[config.mk]
export PLATFORM = sky130hd
export DESIGN_NAME = regfile_read_arbiter
export DESIGN_NICKNAME = d
export VERILOG_FILES = /design/src/rtl/regfile_read_arbiter_pkg.sv /design/src/rtl/regfile_read_arbiter_picker.sv /design/src/rtl/regfile_read_arbiter.sv
export SDC_FILE = /design/constraint.sdc
export NUM_CORES = 1
export LEC_CHECK = 0
export CORE_AREA = 2 2 278 280
export CTS_CLUSTER_DIAMETER = 30
export DETAILED_ROUTE_END_ITERATION = 10
export DIE_AREA = 0 0 280 282
export PLACE_DENSITY_LB_ADDON = 0.1
export SYNTH_ARGS = -nofsm -noshare
export SYNTH_HDL_FRONTEND = slang
export SYNTH_HIERARCHICAL = 1
export SYNTH_SLANG_ARGS = --single-unit
export TNS_END_PERCENT = 1
[constraint.sdc]
create_clock -name clk -period 9.5 [get_ports clk]
set_input_delay 2.375 -clock clk [delete_from_list [all_inputs] [get_ports clk]]
set_output_delay 2.375 -clock clk [all_outputs]
set_load 0.02 [all_outputs]
[src/rtl/regfile_read_arbiter_pkg.sv]
// Register file geometry shared by the read arbiter and future write-port logic.
package regfile_pkg;

   localparam int REG_ADDR_W = 5;
   localparam int REG_DATA_W = 64;
   localparam int NUM_REGS   = 32;

   typedef logic [REG_ADDR_W-1:0] reg_addr_t;
   typedef logic [REG_DATA_W-1:0] reg_data_t;

endpackage

[src/rtl/regfile_read_arbiter_picker.sv]
// Combinational round-robin picker: the first eligible index at or after rr_ptr wins.
module round_robin_picker #(
   parameter int NUM_REQ = 4,
   parameter int IDX_W   = $clog2(NUM_REQ)
) (
   input  logic [NUM_REQ-1:0] eligible,
   input  logic [IDX_W-1:0]   rr_ptr,
   output logic [IDX_W-1:0]   winner,
   output logic               any_grant
);

   int idx;

   // Scan from the farthest offset down to rr_ptr so the closest eligible index overwrites last.
   always_comb begin
      winner    = '0;
      any_grant = 1'b0;
      idx       = 0;
      for (int k = NUM_REQ - 1; k >= 0; k--) begin
         idx = int'(rr_ptr) + k;
         if (idx >= NUM_REQ) idx = idx - NUM_REQ;
         if (eligible[IDX_W'(idx)]) begin
            winner    = IDX_W'(idx);
            any_grant = 1'b1;
         end
      end
   end

endmodule

[src/rtl/regfile_read_arbiter.sv]
// Shares the register file's two read ports among NUM_REQ requesters, one winner per cycle,
// with a single-entry response buffer per requester.
//
// Handshakes: a request transfers in the cycle req_valid[i] && req_ready[i]; a response
// transfers in the cycle resp_valid[i] && resp_ready[i]. Requesters hold req_valid and
// rs1/rs2 stable until req_ready; resp_ready is ignored while resp_valid is low.
module regfile_read_arbiter
   import regfile_pkg::*;
#(
   parameter int NUM_REQ = 4,
   parameter int ADDR_W  = REG_ADDR_W,
   parameter int DATA_W  = REG_DATA_W,
   parameter int IDX_W   = $clog2(NUM_REQ)
) (
   input  logic                            clk,
   input  logic                            reset_n,
   input  logic [NUM_REQ-1:0]              req_valid,
   input  logic [NUM_REQ-1:0][ADDR_W-1:0]  req_rs1,
   input  logic [NUM_REQ-1:0][ADDR_W-1:0]  req_rs2,
   output logic [NUM_REQ-1:0]              req_ready,
   output logic [NUM_REQ-1:0]              resp_valid,
   input  logic [NUM_REQ-1:0]              resp_ready,
   output logic [NUM_REQ-1:0][DATA_W-1:0]  resp_data1,
   output logic [NUM_REQ-1:0][DATA_W-1:0]  resp_data2,
   output logic [ADDR_W-1:0]               readRegister1,
   output logic [ADDR_W-1:0]               readRegister2,
   input  logic [DATA_W-1:0]               readData1,
   input  logic [DATA_W-1:0]               readData2,
   output logic                            grant_valid,
   output logic [IDX_W-1:0]                grant_id,
   output logic [IDX_W-1:0]                dbg_rr_ptr
);

   logic [IDX_W-1:0]   rr_ptr;
   logic [NUM_REQ-1:0] eligible;
   logic [IDX_W-1:0]   winner;
   logic               any_grant;
   logic [IDX_W-1:0]   next_ptr;

   // A full buffer being drained this cycle may take a new grant; reset forces everything idle.
   always_comb begin
      eligible = '0;
      if (reset_n) eligible = req_valid & (~resp_valid | resp_ready);
   end

   round_robin_picker #(
      .NUM_REQ (NUM_REQ),
      .IDX_W   (IDX_W)
   ) u_picker (
      .eligible  (eligible),
      .rr_ptr    (rr_ptr),
      .winner    (winner),
      .any_grant (any_grant)
   );

   // Grant decode and read-port steering; ports read index 0 when nobody wins.
   always_comb begin
      req_ready     = '0;
      grant_valid   = any_grant;
      grant_id      = '0;
      readRegister1 = '0;
      readRegister2 = '0;
      next_ptr      = (winner == IDX_W'(NUM_REQ - 1)) ? '0 : winner + 1'b1;
      if (any_grant) begin
         req_ready[winner] = 1'b1;
         grant_id          = winner;
         readRegister1     = req_rs1[winner];
         readRegister2     = req_rs2[winner];
      end
   end

   // Pointer advances past each winner; buffers capture on grant, otherwise clear on drain.
   always_ff @(posedge clk or negedge reset_n) begin
      if (!reset_n) begin
         rr_ptr     <= '0;
         resp_valid <= '0;
         resp_data1 <= '0;
         resp_data2 <= '0;
      end else begin
         if (any_grant) rr_ptr <= next_ptr;
         for (int i = 0; i < NUM_REQ; i++) begin
            if (req_ready[i]) begin
               resp_data1[i] <= readData1;
               resp_data2[i] <= readData2;
               resp_valid[i] <= 1'b1;
            end else if (resp_valid[i] && resp_ready[i]) begin
               resp_valid[i] <= 1'b0;
            end
         end
      end
   end

   assign dbg_rr_ptr = rr_ptr;

endmodule

== After elaboration in Yosys (flattened, before gate mapping) ==
Cells that the tools add are included.
Operators by class
  $add $sub $neg: 8
  muxes and demuxes: 44
  reductions and logical operators: 9
  magnitude comparators: 10
  bitwise operators: 3
  eq/ne operators: 1
Operators with widths (count)
  $mux 1: 21
  $bmux 5 s2: 2
  $mux 2: 10
  $mux 5: 4
  $lt 2x4->1 const B: 4
  $ge 3x3->1 const B: 3
  $bmux 1 s2: 4
  $mux 4: 2
  $reduce_bool 2->1: 4
  $sub 2x1->2 const B: 4
  $add 2x2->3 const B: 2
  $logic_and 1x1->1: 5
  $and 4x4->4: 1
  $not 4->4: 1
  $or 4x4->4: 1
  $add 2x1->3 const B: 1
  $ge 2x3->1 const B: 1
  $lt 2x3->1 const B: 1
  $add 2x1->2 const B: 1
  $demux 1 s2: 1
  $eq 2x2->1 const B: 1
  $ge 2x1->1 const B: 1
Storage, ports and cells
  register bits after elaboration: 518
  logic and storage cells: 88
  input port bits: 178
  output and inout port bits: 535

== Depth between registers and ports, before layout ==
Gate-level depths: netlist of run 1.
  word-level depth: 17
  depth in mapped cells: 14

== Modules after synthesis ==
Netlist of run 1, hierarchy kept.
By module, submodules not included
  regfile_read_arbiter: cells each 1154, times used 1, area each 21075.2 um^2
  round_robin_picker: cells each 13, times used 1, area each 77.6 um^2

== Worst setup path before layout of run 1 ==
OpenSTA, ideal clock, no wires.
  kind: input -> output
  start: in resp_ready[2]
  end: out req_ready[2]
  slack: 2.815 ns
  required time: 7.125 ns
  stages: 13
  data arrival time: 4.310 ns
  path buffers: 4
  cells stage by stage: nand2b_1 and3_1 nand2_1 nor2_1 a211oi_2 buf_2 buf_2 inv_1 ha_1 nand2_2 buf_6 buf_6 inv_1
Between the ends
  word-level cells in the longest chain between the ends: 15
RTL lines
  start: declaration: line regfile_read_arbiter.sv:22  | input logic [NUM_REQ-1:0] resp_ready,
  $or 4x4->4 *: line regfile_read_arbiter.sv:43  | if (reset_n) eligible = req_valid & (~resp_valid | resp_ready);
  $and 4x4->4 *: line regfile_read_arbiter.sv:43
  $mux 4 *: line regfile_read_arbiter.sv:43
  net eligible[2]: line regfile_read_arbiter.sv:35  | logic [NUM_REQ-1:0] eligible;
  $bmux 1 s2: line regfile_read_arbiter_picker.sv:22  | if (eligible[IDX_W'(idx)]) begin
  $mux 1 (implied by the code) (2 in a row): line regfile_read_arbiter_picker.sv:22
  $mux 2 (3 in a row): line regfile_read_arbiter_picker.sv:22
  $mux 2 *: line regfile_read_arbiter_picker.sv:22
  net winner[0]: line regfile_read_arbiter.sv:36  | logic [IDX_W-1:0] winner;
  $lt 2x3->1 (implied by the code) / $ge 2x1->1 (equally long branches): line regfile_read_arbiter.sv:65  | req_ready[winner] = 1'b1;
  $logic_and 1x1->1 (implied by the code): line regfile_read_arbiter.sv:65
  $mux 1 (implied by the code): line regfile_read_arbiter.sv:65
  $demux 1 s2 *: line regfile_read_arbiter.sv:65
  $mux 4 *: line regfile_read_arbiter.sv:64  | if (any_grant) begin
  end: declaration: line regfile_read_arbiter.sv:20  | output logic [NUM_REQ-1:0] req_ready,
The timed path passes the listed nets; every way through them passes the cells marked *. The select of a mux whose other input is x is not followed.

== Worst setup path after layout of run 1 ==
  start: in resp_ready[3]
  end: out req_ready[3]
Same word-level chain as after synthesis.

==> flow_summary.rst, run 1 <==
.. list-table::
   :header-rows: 1

   * - Metric
     - Value
   * - Final cycle utilization of the critical path
     - 81.6%
   * - Initial core utilization
     - 27.9%
   * - Vias after detailed routing
     - 13,400
   * - Number of detailed-routing iterations run before antenna repair
     - 5
   * - Total Negative Setup Slacks
     - 0 ns
   * - Clock-pin slew of the registers on the worst-case setup and hold paths
     - 0.04 ns
   * - Critical path cell sequence
     - clkdlybuf4s50_1 > nand2b_1 > and3_1 > mux2i_1 > a211oi_4 > buf_4 > ha_1 > nand2_8 > inv_1 > clkdlybuf4s50_1
   * - Part of the Yosys area used for sequential elements
     - 61.3%
   * - Peak supply drop
     - 0.000203 V
   * - Share of final-layout standard cells stronger than drive strength 1
     - 37.4%
   * - Vias/cell
     - 4.35
   * - Boundary Pins
     - 713
   * - Number of antenna violations at the first check in global routing
     - 3
   * - Post-Syn Area
     - 21,200 sq um
   * - Combinational group share of total power
     - 40.8%
   * - Transition time at the pin with the least slew margin
     - 1.11 ns
   * - Net switching component of the power
     - 5.04 mW
   * - Maximum fanout encountered on the critical timing path
     - 41
   * - Die Footprint
     - 79,000 sq um
   * - Worst Path Arrival
     - 5.38 ns
   * - Family with the most delay on the worst path
     - buffers and inverters
   * - Post-CTS Setup Bufs
     - 0
   * - Setup Crit Path Kind
     - in -> out
   * - Part of the power in registers
     - 26.0%
   * - Maximum number of pins on one net before global-route repair
     - 151
   * - Number of buffers inserted for hold repair after clock tree synthesis
     - 0
   * - Average routed wire per standard cell
     - 23.6 microns
   * - Power consumption
     - 15.2 mW
   * - Dpl hpwl
     - 50.1 mm
   * - Combined buffer and inverter count along the critical path
     - 4
   * - Seq cells post-synth
     - 518
   * - Count of max-cap constraint violations
     - 0
   * - Placer congestion estimate
     - 0.873
   * - Core region area
     - 75,700 sq um
   * - Worst skew pair latency
     - 0.70 ns
   * - Crit path time final
     - 7.75 ns
   * - Final Routed Wirelength
     - 72.7 mm
   * - Minimum setup slack among reg-to-reg paths
     - 5.44 ns
   * - Internal Pwr Total
     - 10.1 mW
   * - Clock tree from TritonCTS
     - yes
   * - Number of sinks handled by clock tree synthesis
     - 518
   * - Max Clock Skew
     - 0.0401 ns
   * - Die outline width
     - 280 microns
   * - Share of power burned in the clock network
     - 33.2%
   * - Die H
     - 282 microns
   * - Mux share of post-synthesis cell area
     - 34.3%
   * - Unrepaired setup endpoints after global routing
     - false
   * - Largest stage delay on the critical path
     - 0.62 ns
   * - Final hold viol count
     - 0
   * - Clock Root Buffer
     - sky130_fd_sc_hd__clkbuf_16
   * - Number of antenna-violating nets in the routed design
     - 0
   * - Finish-stage setup viols
     - 0
   * - Post-synthesis to final-layout area growth
     - 62.2%
   * - Synthesized area per cell
     - 18.1 sq um
   * - Cell with the most instances on the worst path
     - sky130_fd_sc_hd__clkdlybuf4s50_1
   * - Number of buffers added on ports
     - 712
   * - Worst-path cell with the longest stage delay
     - sky130_fd_sc_hd__clkdlybuf4s50_1
   * - Power per cell area
     - 443 nW/um^2
   * - Yosys synthesis warning count
     - 6
   * - Fraction of the mapped netlist area in compound gates
     - 0.414%
   * - Final slew viol count
     - 0
   * - Layout Nets
     - 2,166
   * - Type of element launching the critical path
     - input pin
   * - Count of distinct cell types in the synthesized netlist
     - 23
   * - Detailed Route Iter0 Violations
     - 432
   * - Fraction of power spent switching nets
     - 33.2%
   * - Synth Instances
     - 1,167
   * - Max Freq
     - 0.129 GHz
   * - XOR/XNOR share of the synthesized area
     - 0%
   * - Run status
     - completed
   * - Simple-Gate Fraction of Synth Area
     - 0.745%
   * - Dominant combinational cell family by area after synthesis
     - multiplexers
   * - Post-synth net total
     - 1,349
   * - Crit path required time
     - 7.13 ns
   * - CP endpoint kind
     - primary output
   * - Wire length of the first global-routing pass
     - 106 mm
   * - Total congestion overflow
     - 0
   * - Leak pwr
     - 15.5 nW
   * - Adder-cell share of the synthesized area
     - 0.237%
   * - Total routing usage reported by global routing
     - 18.2%
   * - Number of buffers inserted during clock tree synthesis
     - 145
   * - Final routed DRC violation total
     - 0
   * - Number of core rows
     - 101
   * - Hold/Removal Path Class
     - reg -> reg
   * - Final core occ
     - 45.3%
   * - Post-cts resize count
     - 0
   * - H-Tree Depth
     - 4
   * - Max Buffers Root-to-Sink
     - 3
   * - Worst slew slack as a fraction of its limit
     - 26.2%
   * - Number of global-route vias before repair
     - 14,900
==> power groups by stage <==
stage | Combinational [mW] | Clock, mW | Sequential, mW
final | 6.19 | 5.04 | 3.95
after global routing | 6.45 | 5.29 | 4.10
after CTS | 6.29 | 5.15 | 3.96
after detailed placement | 6.27 | 0 | 3.95
after global placement | 6.26 | 0 | 3.94
after floorplan | 1.80 | 0 | 5.27
==> final cells by class <==
class                           instances  area, sq um
Fill cell                            6698        41400
Clock inverter                         63         1000
Timing Repair Buffer                  731         7290
Clock buffer                          201         4200
Antenna cell                            2         5.00
Multi-Input combinational cell        581         7600
Sequential cell                       518        13000
Tap cell                              978         1220
Inverter                                7         31.3
==> synthesized netlist by cell type <==
| cell | count | area [sq um] |
|---|---|---|
| sky130_fd_sc_hd__dfrtp_1 | 518 | 13000 |
| sky130_fd_sc_hd__mux2_4 | 334 | 5010 |
| sky130_fd_sc_hd__mux2_2 | 180 | 2030 |
| sky130_fd_sc_hd__buf_6 | 39 | 439 |
| sky130_fd_sc_hd__mux2i_1 | 21 | 210 |
| sky130_fd_sc_hd__buf_2 | 13 | 65.1 |
| sky130_fd_sc_hd__o22ai_1 | 10 | 62.6 |
| sky130_fd_sc_hd__buf_8 | 7 | 105 |
| sky130_fd_sc_hd__nand2_1 | 7 | 26.3 |
| sky130_fd_sc_hd__nand2b_1 | 7 | 43.8 |
| sky130_fd_sc_hd__inv_1 | 5 | 18.8 |
| sky130_fd_sc_hd__nor2_1 | 5 | 18.8 |
| sky130_fd_sc_hd__and3_1 | 4 | 25.0 |
| sky130_fd_sc_hd__ha_1 | 4 | 50.1 |
| sky130_fd_sc_hd__nand2_2 | 3 | 18.8 |
| sky130_fd_sc_hd__clkbuf_1 | 2 | 7.51 |
| sky130_fd_sc_hd__inv_2 | 2 | 7.51 |
| sky130_fd_sc_hd__a211oi_1 | 1 | 7.51 |
| sky130_fd_sc_hd__a211oi_2 | 1 | 12.5 |
| sky130_fd_sc_hd__a21oi_1 | 1 | 5.00 |
| sky130_fd_sc_hd__and2_1 | 1 | 6.26 |
| sky130_fd_sc_hd__nand2_4 | 1 | 11.3 |
| sky130_fd_sc_hd__nor3b_1 | 1 | 7.51 |
==> metrics by stage <==
step                std cells  cell area [sq um]  hold WS, ns  setup WS (ns)
floorplan                1167              21200        0.606           2.81
global placement         2815              29100        0.488           1.73
detailed placement       2815              29100        0.490           1.71
CTS                      3079              34300        0.500           1.70
global route             3080              34300        0.504           1.56
finish                   3081              34300        0.497           1.75
==> placed cells by master, fill, tap and decap left out, types with 2 or more instances in the layout <==
| master | synthesis | final |
|---|---|---|
| sky130_fd_sc_hd__clkinv_8 | 0 | 2 |
| sky130_fd_sc_hd__bufinv_16 | 0 | 17 |
| sky130_fd_sc_hd__inv_16 | 0 | 2 |
| sky130_fd_sc_hd__mux2_4 | 334 | 334 |
| sky130_fd_sc_hd__clkbuf_1 | 2 | 20 |
| sky130_fd_sc_hd__nor2_1 | 5 | 5 |
| sky130_fd_sc_hd__clkinv_16 | 0 | 7 |
| sky130_fd_sc_hd__nand2_1 | 7 | 7 |
| sky130_fd_sc_hd__and3_1 | 4 | 4 |
| sky130_fd_sc_hd__clkinvlp_4 | 0 | 7 |
| sky130_fd_sc_hd__ha_1 | 4 | 4 |
| sky130_fd_sc_hd__nand2b_1 | 7 | 7 |
| sky130_fd_sc_hd__mux2_2 | 180 | 180 |
| sky130_fd_sc_hd__clkdlybuf4s50_1 | 0 | 711 |
| sky130_fd_sc_hd__inv_1 | 5 | 5 |
| sky130_fd_sc_hd__nand2_8 | 0 | 3 |
| sky130_fd_sc_hd__diode_2 | 0 | 2 |
| sky130_fd_sc_hd__clkbuf_16 | 0 | 145 |
| sky130_fd_sc_hd__clkinv_2 | 0 | 24 |
| sky130_fd_sc_hd__o22ai_1 | 10 | 10 |
| sky130_fd_sc_hd__buf_4 | 0 | 18 |
| sky130_fd_sc_hd__mux2i_1 | 21 | 21 |
| sky130_fd_sc_hd__clkbuf_8 | 0 | 36 |
| sky130_fd_sc_hd__inv_6 | 0 | 5 |
| sky130_fd_sc_hd__dfrtp_1 | 518 | 518 |
==> worst register-to-register path, stage by stage (launching register included) <==
cell and delay (ns):
sky130_fd_sc_hd__dfrtp_1 0.38, sky130_fd_sc_hd__nand2b_1 0.09, sky130_fd_sc_hd__and3_1 0.23, sky130_fd_sc_hd__mux2i_1 0.14
sky130_fd_sc_hd__a211oi_4 0.24, sky130_fd_sc_hd__buf_4 0.37, sky130_fd_sc_hd__inv_1 0.13, sky130_fd_sc_hd__ha_1 0.28
sky130_fd_sc_hd__nand2_8 0.25, sky130_fd_sc_hd__buf_4 0.61, sky130_fd_sc_hd__buf_4 0.82, sky130_fd_sc_hd__mux2_4 0.38
==> per-layer routing <==
| metal | wire length [microns] | part of all wire, % | global-route usage [%] | vias up |
|---|---|---|---|---|
| met5 | 12 | 0.017 | 0 | - |
| met1 | 28600 | 39 | 21.1 | 6906 |
| li1 | - | - | - | 5838 |
| met3 | 6010 | 8.3 | 7.31 | 119 |
| met4 | 1940 | 2.7 | 7.01 | 2 |
| met2 | 36100 | 50 | 30.3 | 545 |
==> registers in the layout, indices dropped and copies added (netlist names) <==
register and count:
dbg_rr_ptr 2, resp_data2 256, resp_data1 256, resp_valid 4
==> logic make-up after synthesis <==
group,Yosys count
compound gates,13
fa+ha+maj,4
buf+inv,68
flops,518
mux,535
simple gates,29
==> worst paths after layout <==
| check | from | cells after the start | to |
|---|---|---|---|
| min in group asynchronous | reset_n | 1 | resp_data1[76] |
| worst min register to register | resp_data1[36] | 1 | resp_data1[36] |
| worst min-delay path | resp_data1[36] | 1 | resp_data1[36] |
| max in group asynchronous | reset_n | 5 | resp_data2[25] |
| worst max register to register | resp_valid[3] | 11 | resp_data2[179] |
| worst max-delay path | resp_ready[3] | 10 | req_ready[3] |
No activity file was read; power rests on OpenSTA's default activity.
==> run 2, diff against run 1 <==
==> constraint.sdc (replaced) <==
create_clock -name clk -period 7.6 [get_ports clk]
set_input_delay 1.9 -clock clk [delete_from_list [all_inputs] [get_ports clk]]
set_output_delay 1.9 -clock clk [all_outputs]
set_load 0.02 [all_outputs]
==> run 2 against run 1 <==
Compared with the run above: routed wire length fell by 0.14%; utilization fell by 0.14 points; final area fell by 0.31%; global-route usage fell by 0.089 points; total power rose by 24%; largest power group unchanged.
==> flow_summary.rst, run 2 (same netlist as run 1, synthesis figures left out) <==
.. list-table::
   :header-rows: 1

   * - Metric
     - Value
   * - Run status
     - completed
   * - Number of antenna-violating nets in the routed design
     - 0 (unchanged)
   * - Final slew viol count
     - 0 (unchanged)
   * - Power consumption
     - 18.9 mW (+24%)
   * - Total routing usage reported by global routing
     - 18.1% (-0.089 points)
   * - Layout Nets
     - 2,163 (-0.14%)
   * - Largest stage delay on the critical path
     - 0.61 ns (about the same)
   * - Number of sinks handled by clock tree synthesis
     - 518 (unchanged)
   * - Finished Layout Cells
     - 3,076 (-0.16%)
   * - Leak pwr
     - 15.5 nW (-0.51%)
   * - Combined buffer and inverter count along the critical path
     - 4 (unchanged)
   * - Critical path cell sequence
     - clkdlybuf4s50_1 > nand2b_1 > and3_1 > mux2i_1 > a211oi_4 > buf_4 > ha_1 > nand2_8 > inv_2 > clkdlybuf4s50_1
   * - Number of global-route vias before repair
     - 14,900 (-0.38%)
   * - Crit path time final
     - 6.66 ns
   * - Commonest cells after routing, fill and taps aside
     - 711 x sky130_fd_sc_hd__clkdlybuf4s50_1, 518 x sky130_fd_sc_hd__dfrtp_1, 334 x sky130_fd_sc_hd__mux2_4, 180 x sky130_fd_sc_hd__mux2_2, 145 x sky130_fd_sc_hd__clkbuf_16
   * - Final routed DRC violation total
     - 0 (unchanged)
   * - Hold/Removal Path Class
     - reg -> reg
   * - Die H
     - 282 microns (unchanged)
   * - CP endpoint kind
     - primary output
   * - Total Negative Setup Slacks
     - 0 ns (unchanged)
   * - Terminus of the critical flop-to-flop path
     - resp_data2[56]
   * - Largest regs
     - resp_data1 (256), resp_data2 (256), resp_valid (4)
   * - Worst-path cell with the longest stage delay
     - sky130_fd_sc_hd__clkdlybuf4s50_1
   * - Most frequent standard cell in the layout excluding fill and tap cells
     - sky130_fd_sc_hd__clkdlybuf4s50_1
   * - Placed insts
     - 2,812 (-0.11%)
   * - Finish-stage setup viols
     - 0 (unchanged)
   * - Reg2reg start
     - resp_valid[1]
   * - Unrepaired setup endpoints after global routing
     - false
   * - Setup Crit Path Kind
     - in -> out
   * - Hold WS
     - 0.499 ns (+0.00209 ns)
   * - Number of buffers added on ports
     - 712 (unchanged)
   * - Worst Hold Path Cells
     - 1 (unchanged)
   * - Minimum setup slack among reg-to-reg paths
     - 3.78 ns (-1.66 ns)
   * - Startpoint of the lowest-slack hold path
     - resp_data1[38]
   * - Type of element launching the critical path
     - input pin
   * - Final worst slack
     - 0.944 ns (-0.802 ns)
   * - Vias after detailed routing
     - 13,400 (+0.0075%)
   * - Clock-pin slew of the registers on the worst-case setup and hold paths
     - 0.04 ns (about the same)
   * - Placer congestion estimate
     - 0.834 (-4.4%)
   * - Die outline width
     - 280 microns (unchanged)
   * - Number of core rows
     - 101 (unchanged)
   * - Family with the most delay on the worst path
     - buffers and inverters
   * - Crit path required time
     - 5.70 ns (-1.43 ns)
   * - Detailed Route Iter0 Violations
     - 486 (+13%)
   * - Core region area
     - 75,700 sq um (unchanged)
   * - Placed cell areas
     - 29,100 sq um (about the same)
   * - Worst-case setup slack after placement
     - 0.914 ns (-0.801 ns)
   * - Post-cts resize count
     - 0 (unchanged)
   * - Clock tree from TritonCTS
     - yes
   * - Final core occ
     - 45.2% (-0.14 points)
   * - Hold endpoint
     - resp_data1[38]
   * - Final Routed Wirelength
     - 72.6 mm (-0.14%)
   * - Clock Root Buffer
     - sky130_fd_sc_hd__clkbuf_16
   * - Total congestion overflow
     - 0 (unchanged)
   * - Max Buffers Root-to-Sink
     - 3 (unchanged)
   * - Die Footprint
     - 79,000 sq um (unchanged)
   * - Number of buffers inserted during clock tree synthesis
     - 145 (unchanged)
   * - Worst Path Arrival
     - 4.76 ns (-0.62 ns)
   * - Final cycle utilization of the critical path
     - 87.6%
   * - Worst skew pair latency
     - 0.69 ns (about the same)
   * - Peak supply drop
     - 0.000269 V (+32%)
   * - Power per cell area
     - 553 nW/um^2 (+25%)
   * - Number of detailed-routing iterations run before antenna repair
     - 5 (unchanged)
   * - Vias/cell
     - 4.36 (+0.17%)
   * - Maximum fanout encountered on the critical timing path
     - 22 (-46%)
   * - Count of max-cap constraint violations
     - 0 (unchanged)
   * - Transition time at the pin with the least slew margin
     - 1.05 ns (-0.0592 ns)
   * - Number of antenna violations at the first check in global routing
     - 5 (+2)
   * - Final std cell area, no fill
     - 34,200 sq um (-0.31%)
   * - Wire length of the first global-routing pass
     - 105 mm (-0.63%)
   * - H-Tree Depth
     - 4 (unchanged)
   * - Final hold viol count
     - 0 (unchanged)
   * - Max Freq
     - 0.150 GHz
   * - Average routed wire per standard cell
     - 23.6 microns (about the same)
   * - Initial core utilization
     - 27.9% (unchanged)
   * - Dpl hpwl
     - 49.4 mm (-1.3%)
   * - Max Clock Skew
     - 0.0241 ns (-0.0160 ns)
   * - Number of buffers inserted for hold repair after clock tree synthesis
     - 0 (unchanged)
   * - Register-to-Register Path Depth
     - 12 (+1)
   * - Maximum number of pins on one net before global-route repair
     - 163 (+7.9%)
   * - Worst slew slack as a fraction of its limit
     - 30.2% (+3.9 points)
   * - Share of final-layout standard cells stronger than drive strength 1
     - 37.0% (-0.37 points)
   * - Post-CTS Setup Bufs
     - 0 (unchanged)
   * - Boundary Pins
     - 713 (unchanged)
   * - Cell with the most instances on the worst path
     - sky130_fd_sc_hd__clkdlybuf4s50_1
   * - Post-synthesis to final-layout area growth
     - 61.7%
==> run 2: cell types whose count changed in the layout (fill, tap and decap cells not counted) <==
cell | previous run | this run
sky130_fd_sc_hd__buf_12 | 1 | 3
sky130_fd_sc_hd__diode_2 | 2 | 3
sky130_fd_sc_hd__clkbuf_8 | 36 | 17
sky130_fd_sc_hd__clkbuf_1 | 20 | 24
sky130_fd_sc_hd__buf_4 | 18 | 13
sky130_fd_sc_hd__clkinvlp_4 | 7 | 10
sky130_fd_sc_hd__clkinv_4 | 0 | 11
sky130_fd_sc_hd__clkinv_2 | 24 | 21
sky130_fd_sc_hd__clkinv_16 | 7 | 5
sky130_fd_sc_hd__bufinv_16 | 17 | 20
==> run 2: worst register-to-register path, delay by kind of cell, from the launching register on <==
kind	cells	cell delay (ns)
AND/OR/NAND/NOR	5	0.69
flip-flops	1	0.37
adder cells (fa/ha/maj)	1	0.19
AO/OA/AOI/OAI	1	0.22
multiplexers	1	0.39
buffers and inverters	4	1.84
==> run 2: power by group <==
group / total (mW) / switching [mW] / leakage (nW) / internal [mW]
Combinational: 7.74 / 3.64 / 6.88 / 4.10
Sequential: 4.93 / 0.780 / 6.13 / 4.15
Clock: 6.23 / 1.87 / 2.46 / 4.35
Total: 18.9 / 6.29 / 15.5 / 12.6
==> run 2: cell type report <==
class | count | area, sq um
Antenna cell | 3 | 7.51
Tap cell | 978 | 1220
Inverter | 7 | 31.3
Clock inverter | 75 | 1130
Clock buffer | 186 | 3950
Sequential cell | 518 | 13000
Timing Repair Buffer | 728 | 7290
Fill cell | 6720 | 41500
Multi-Input combinational cell | 581 | 7600
==> run 2: per-layer routing <==
metal  share of wire, %  GRT usage [%]  vias up
met5              0.037              0        -
met4                2.6           6.92        4
met3                8.6           7.77      128
met2                 50           30.3      550
met1                 39           20.5     6900
li1                   -              -     5829
==> run 2: how the worst max path moves through the flow <==
stage                       start      endpoint  cells after the start  slack, ns
floorplan           resp_ready[2]  req_ready[2]                     13       1.86
global placement    resp_ready[3]  req_ready[1]                     10       0.92
detailed placement  resp_ready[3]  req_ready[1]                     10       0.91
CTS                 resp_ready[3]  req_ready[1]                     10       0.90
global route        resp_ready[3]  req_ready[1]                     10       0.76
finish              resp_ready[3]  req_ready[1]                     10       0.94
==> run 3, diff against run 2 <==
--- a/config.mk
+++ b/config.mk
@@ -5,10 +5,11 @@
 export SDC_FILE = /design/constraint.sdc
 export NUM_CORES = 1
 export LEC_CHECK = 0
-export CORE_AREA = 2 2 278 280
+export CAP_MARGIN = 20
+export CORE_AREA = 2 2 275 277
 export CTS_CLUSTER_DIAMETER = 30
 export DETAILED_ROUTE_END_ITERATION = 10
-export DIE_AREA = 0 0 280 282
+export DIE_AREA = 0 0 277 279
 export PLACE_DENSITY_LB_ADDON = 0.1
 export SYNTH_ARGS = -nofsm -noshare
 export SYNTH_HDL_FRONTEND = slang
==> run 3 against run 2 <==
Compared with the run above: sequential share of layout area is 0.16 points higher; first-iteration DRC count fell by 9.9%; global-route usage increased by 0.61 points; non-clock buffer count up 5; utilization grew 0.79 points; clock skew grew 0.025 ns; register-to-register slack got worse by 0.19 ns; flip-flop and latch count stayed put; largest cell class unchanged.
==> flow_summary.rst, run 3 (same netlist as run 1, synthesis figures left out) <==
.. list-table::
   :header-rows: 1

   * - Metric
     - Value
   * - Number of antenna violations at the first check in global routing
     - 2 (-3)
   * - Total routing usage reported by global routing
     - 18.7% (+0.61 points)
   * - FF+latch area
     - 13,000 sq um (unchanged)
   * - Placer congestion estimate
     - 0.852 (+2.1%)
   * - CP endpoint kind
     - primary output
   * - Number of buffers inserted during clock tree synthesis
     - 140 (-3.4%)
   * - Maximum fanout encountered on the critical timing path
     - 23 (+4.5%)
   * - Hold/Removal Path Class
     - reg -> reg
   * - Run status
     - completed
   * - Type of element launching the critical path
     - input pin
   * - Filler cells
     - 6,523 (-2.9%)
   * - Boundary Pins
     - 713 (unchanged)
   * - Unrepaired setup endpoints after global routing
     - false
   * - Core region area
     - 74,100 sq um (-2.1%)
   * - Vias/cell
     - 4.43 (+1.6%)
   * - Register-to-Register Path Depth
     - 11 (-1)
   * - Die outline width
     - 277 microns (-1.1%)
   * - Post-cts resize count
     - 0 (unchanged)
   * - Clock Root Buffer
     - sky130_fd_sc_hd__clkbuf_16
   * - Vias after detailed routing
     - 13,600 (+1.1%)
   * - Die H
     - 279 microns (-1.1%)
   * - Average routed wire per standard cell
     - 23.8 microns (+0.71%)
   * - Die Footprint
     - 77,300 sq um (-2.1%)
   * - Post-synthesis to final-layout area growth
     - 61.0%
   * - Finish-stage setup viols
     - 0 (unchanged)
   * - Clock tree from TritonCTS
     - yes
   * - Worst skew pair latency
     - 0.71 ns (+0.02 ns)
   * - Peak supply drop
     - 0.000235 V (-13%)
   * - Startpoint of the lowest-slack hold path
     - resp_data1[40]
   * - Number of buffers added on ports
     - 712 (unchanged)
   * - Initial core utilization
     - 28.6% (+0.61 points)
   * - Launch point of the critical path
     - resp_ready[3]
   * - Maximum number of pins on one net before global-route repair
     - 142 (-13%)
   * - Number of buffers inserted for hold repair after clock tree synthesis
     - 0 (unchanged)
   * - H-Tree Depth
     - 4 (unchanged)
   * - Crit path time final
     - 6.48 ns (-0.174 ns)
   * - Final hold viol count
     - 0 (unchanged)
   * - Reg2reg start
     - resp_valid[2]
   * - Power per cell area
     - 549 nW/um^2 (-0.72%)
   * - Final routed DRC violation total
     - 0 (unchanged)
   * - Commonest cells after routing, fill and taps aside
     - 711 x sky130_fd_sc_hd__clkdlybuf4s50_1, 518 x sky130_fd_sc_hd__dfrtp_1, 334 x sky130_fd_sc_hd__mux2_4, 180 x sky130_fd_sc_hd__mux2_2, 140 x sky130_fd_sc_hd__clkbuf_16
   * - Dpl hpwl
     - 50.8 mm (+2.7%)
   * - Number of core rows
     - 100 (-0.99%)
   * - Final cycle utilization of the critical path
     - 85.3% (-2.3 points)
   * - Total congestion overflow
     - 0 (unchanged)
   * - Number of antenna-violating nets in the routed design
     - 0 (unchanged)
   * - Max Freq
     - 0.154 GHz (+2.7%)
   * - Final Routed Wirelength
     - 72.8 mm (+0.22%)
   * - Setup Crit Path Kind
     - in -> out
   * - Final slew viol count
     - 0 (unchanged)
   * - Area of combinational cells with multiple inputs
     - 7600 sq um (unchanged)
   * - Number of detailed-routing iterations run before antenna repair
     - 4 (-1)
   * - Transition time at the pin with the least slew margin
     - 1.03 ns (-0.0141 ns)
   * - Leak pwr
     - 15.4 nW (-0.33%)
   * - Count of max-cap constraint violations
     - 0 (unchanged)
   * - Detailed Route Iter0 Violations
     - 438 (-9.9%)
   * - Number of global-route vias before repair
     - 15,000 (+1.1%)
   * - Worst Path Arrival
     - 4.58 ns (-0.18 ns)
   * - Total Negative Setup Slacks
     - 0 ns (unchanged)
   * - Wire length of the first global-routing pass
     - 107 mm (+1.7%)
   * - Layout Nets
     - 2,163 (unchanged)
   * - Max Clock Skew
     - 0.0495 ns (+0.0254 ns)
   * - Worst Hold Path Cells
     - 1 (unchanged)
   * - Max Buffers Root-to-Sink
     - 3 (unchanged)
   * - Most frequent standard cell in the layout excluding fill and tap cells
     - sky130_fd_sc_hd__clkdlybuf4s50_1
   * - Final std cell area, no fill
     - 34,100 sq um (-0.43%)
   * - Placed cell areas
     - 29,100 sq um (about the same)
   * - Number of sinks handled by clock tree synthesis
     - 518 (unchanged)
   * - Crit path required time
     - 5.70 ns (about the same)
   * - Post-CTS Setup Bufs
     - 0 (unchanged)
   * - Largest regs
     - resp_data1 (256), resp_data2 (256), resp_valid (4)
   * - Clock-pin slew of the registers on the worst-case setup and hold paths
     - 0.04 ns (about the same)
   * - Worst slew slack as a fraction of its limit
     - 31.1% (+0.94 points)
   * - Share of final-layout standard cells stronger than drive strength 1
     - 36.5% (-0.46 points)
run 3: cell types whose count changed in the layout (fill, tap and decap cells not counted), sizes merged:
| cell | previous run | this run |
|---|---|---|
| buf | 17 | 22 |
| bufinv | 20 | 13 |
| clkinvlp | 10 | 4 |
| clkinv | 39 | 30 |
| clkbuf | 186 | 201 |
| inv | 13 | 11 |
| diode | 3 | 1 |
run 3: where the power goes:
part	internal, mW	switching (mW)
logic	4.11	3.65
registers	4.15	0.784
clock network	4.14	1.85
total	12.4	6.29
run 3: stage by stage:
step | util, % | setup slack (ns) | hold slack (ns) | total power [mW] | cells
after global routing | 46.0 | 0.918 | 0.512 | 19.5 | 3060
final | 46.0 | 1.12 | 0.497 | 18.7 | 3061
after floorplan | - | 1.86 | 0.606 | 8.83 | 1167
after CTS | 46.0 | 1.09 | 0.499 | 19.0 | 3060
after detailed placement | 39.3 | 1.09 | 0.491 | 12.8 | 2808
after global placement | 39.3 | 1.14 | 0.487 | 12.8 | 2808
run 3: final timing paths:
check                                        to  slack [ns]
worst max-delay path               req_ready[3]        1.12
worst min-delay path             resp_data1[40]        0.50
worst max register to register  resp_data2[216]        3.59
worst min register to register   resp_data1[40]        0.50
max in group asynchronous         resp_data2[9]        3.02
min in group asynchronous        resp_data1[79]        1.12
run 3: worst max-delay path, stage by stage:
cell,delay (ns)
sky130_fd_sc_hd__clkdlybuf4s50_1,0.46
sky130_fd_sc_hd__nand2b_1,0.11
sky130_fd_sc_hd__and3_1,0.23
sky130_fd_sc_hd__mux2i_1,0.14
sky130_fd_sc_hd__a211oi_4,0.31
sky130_fd_sc_hd__buf_4,0.37
sky130_fd_sc_hd__ha_1,0.33
sky130_fd_sc_hd__nand2_8,0.06
sky130_fd_sc_hd__inv_1,0.06
sky130_fd_sc_hd__clkdlybuf4s50_1,0.61
run 3: layer usage:
metal | wire, microns | track usage, % | up-vias
li1 | - | - | 5805
met1 | 27600 | 20.7 | 7092
met2 | 37100 | 32.4 | 536
met3 | 6090 | 7.46 | 129
met4 | 1910 | 7.08 | 2
met5 | 11 | 0 | -
run 3: final cells by class:
cell class	instances	share of cell area (%)
tap	969	3.56
inverter	7	0.0919
sequential	518	38.1
clock buffer	201	11.8
timing repair buffer	733	21.4
antenna	1	0.00735
clock inverter	51	2.68
multi-input combinational	581	22.3
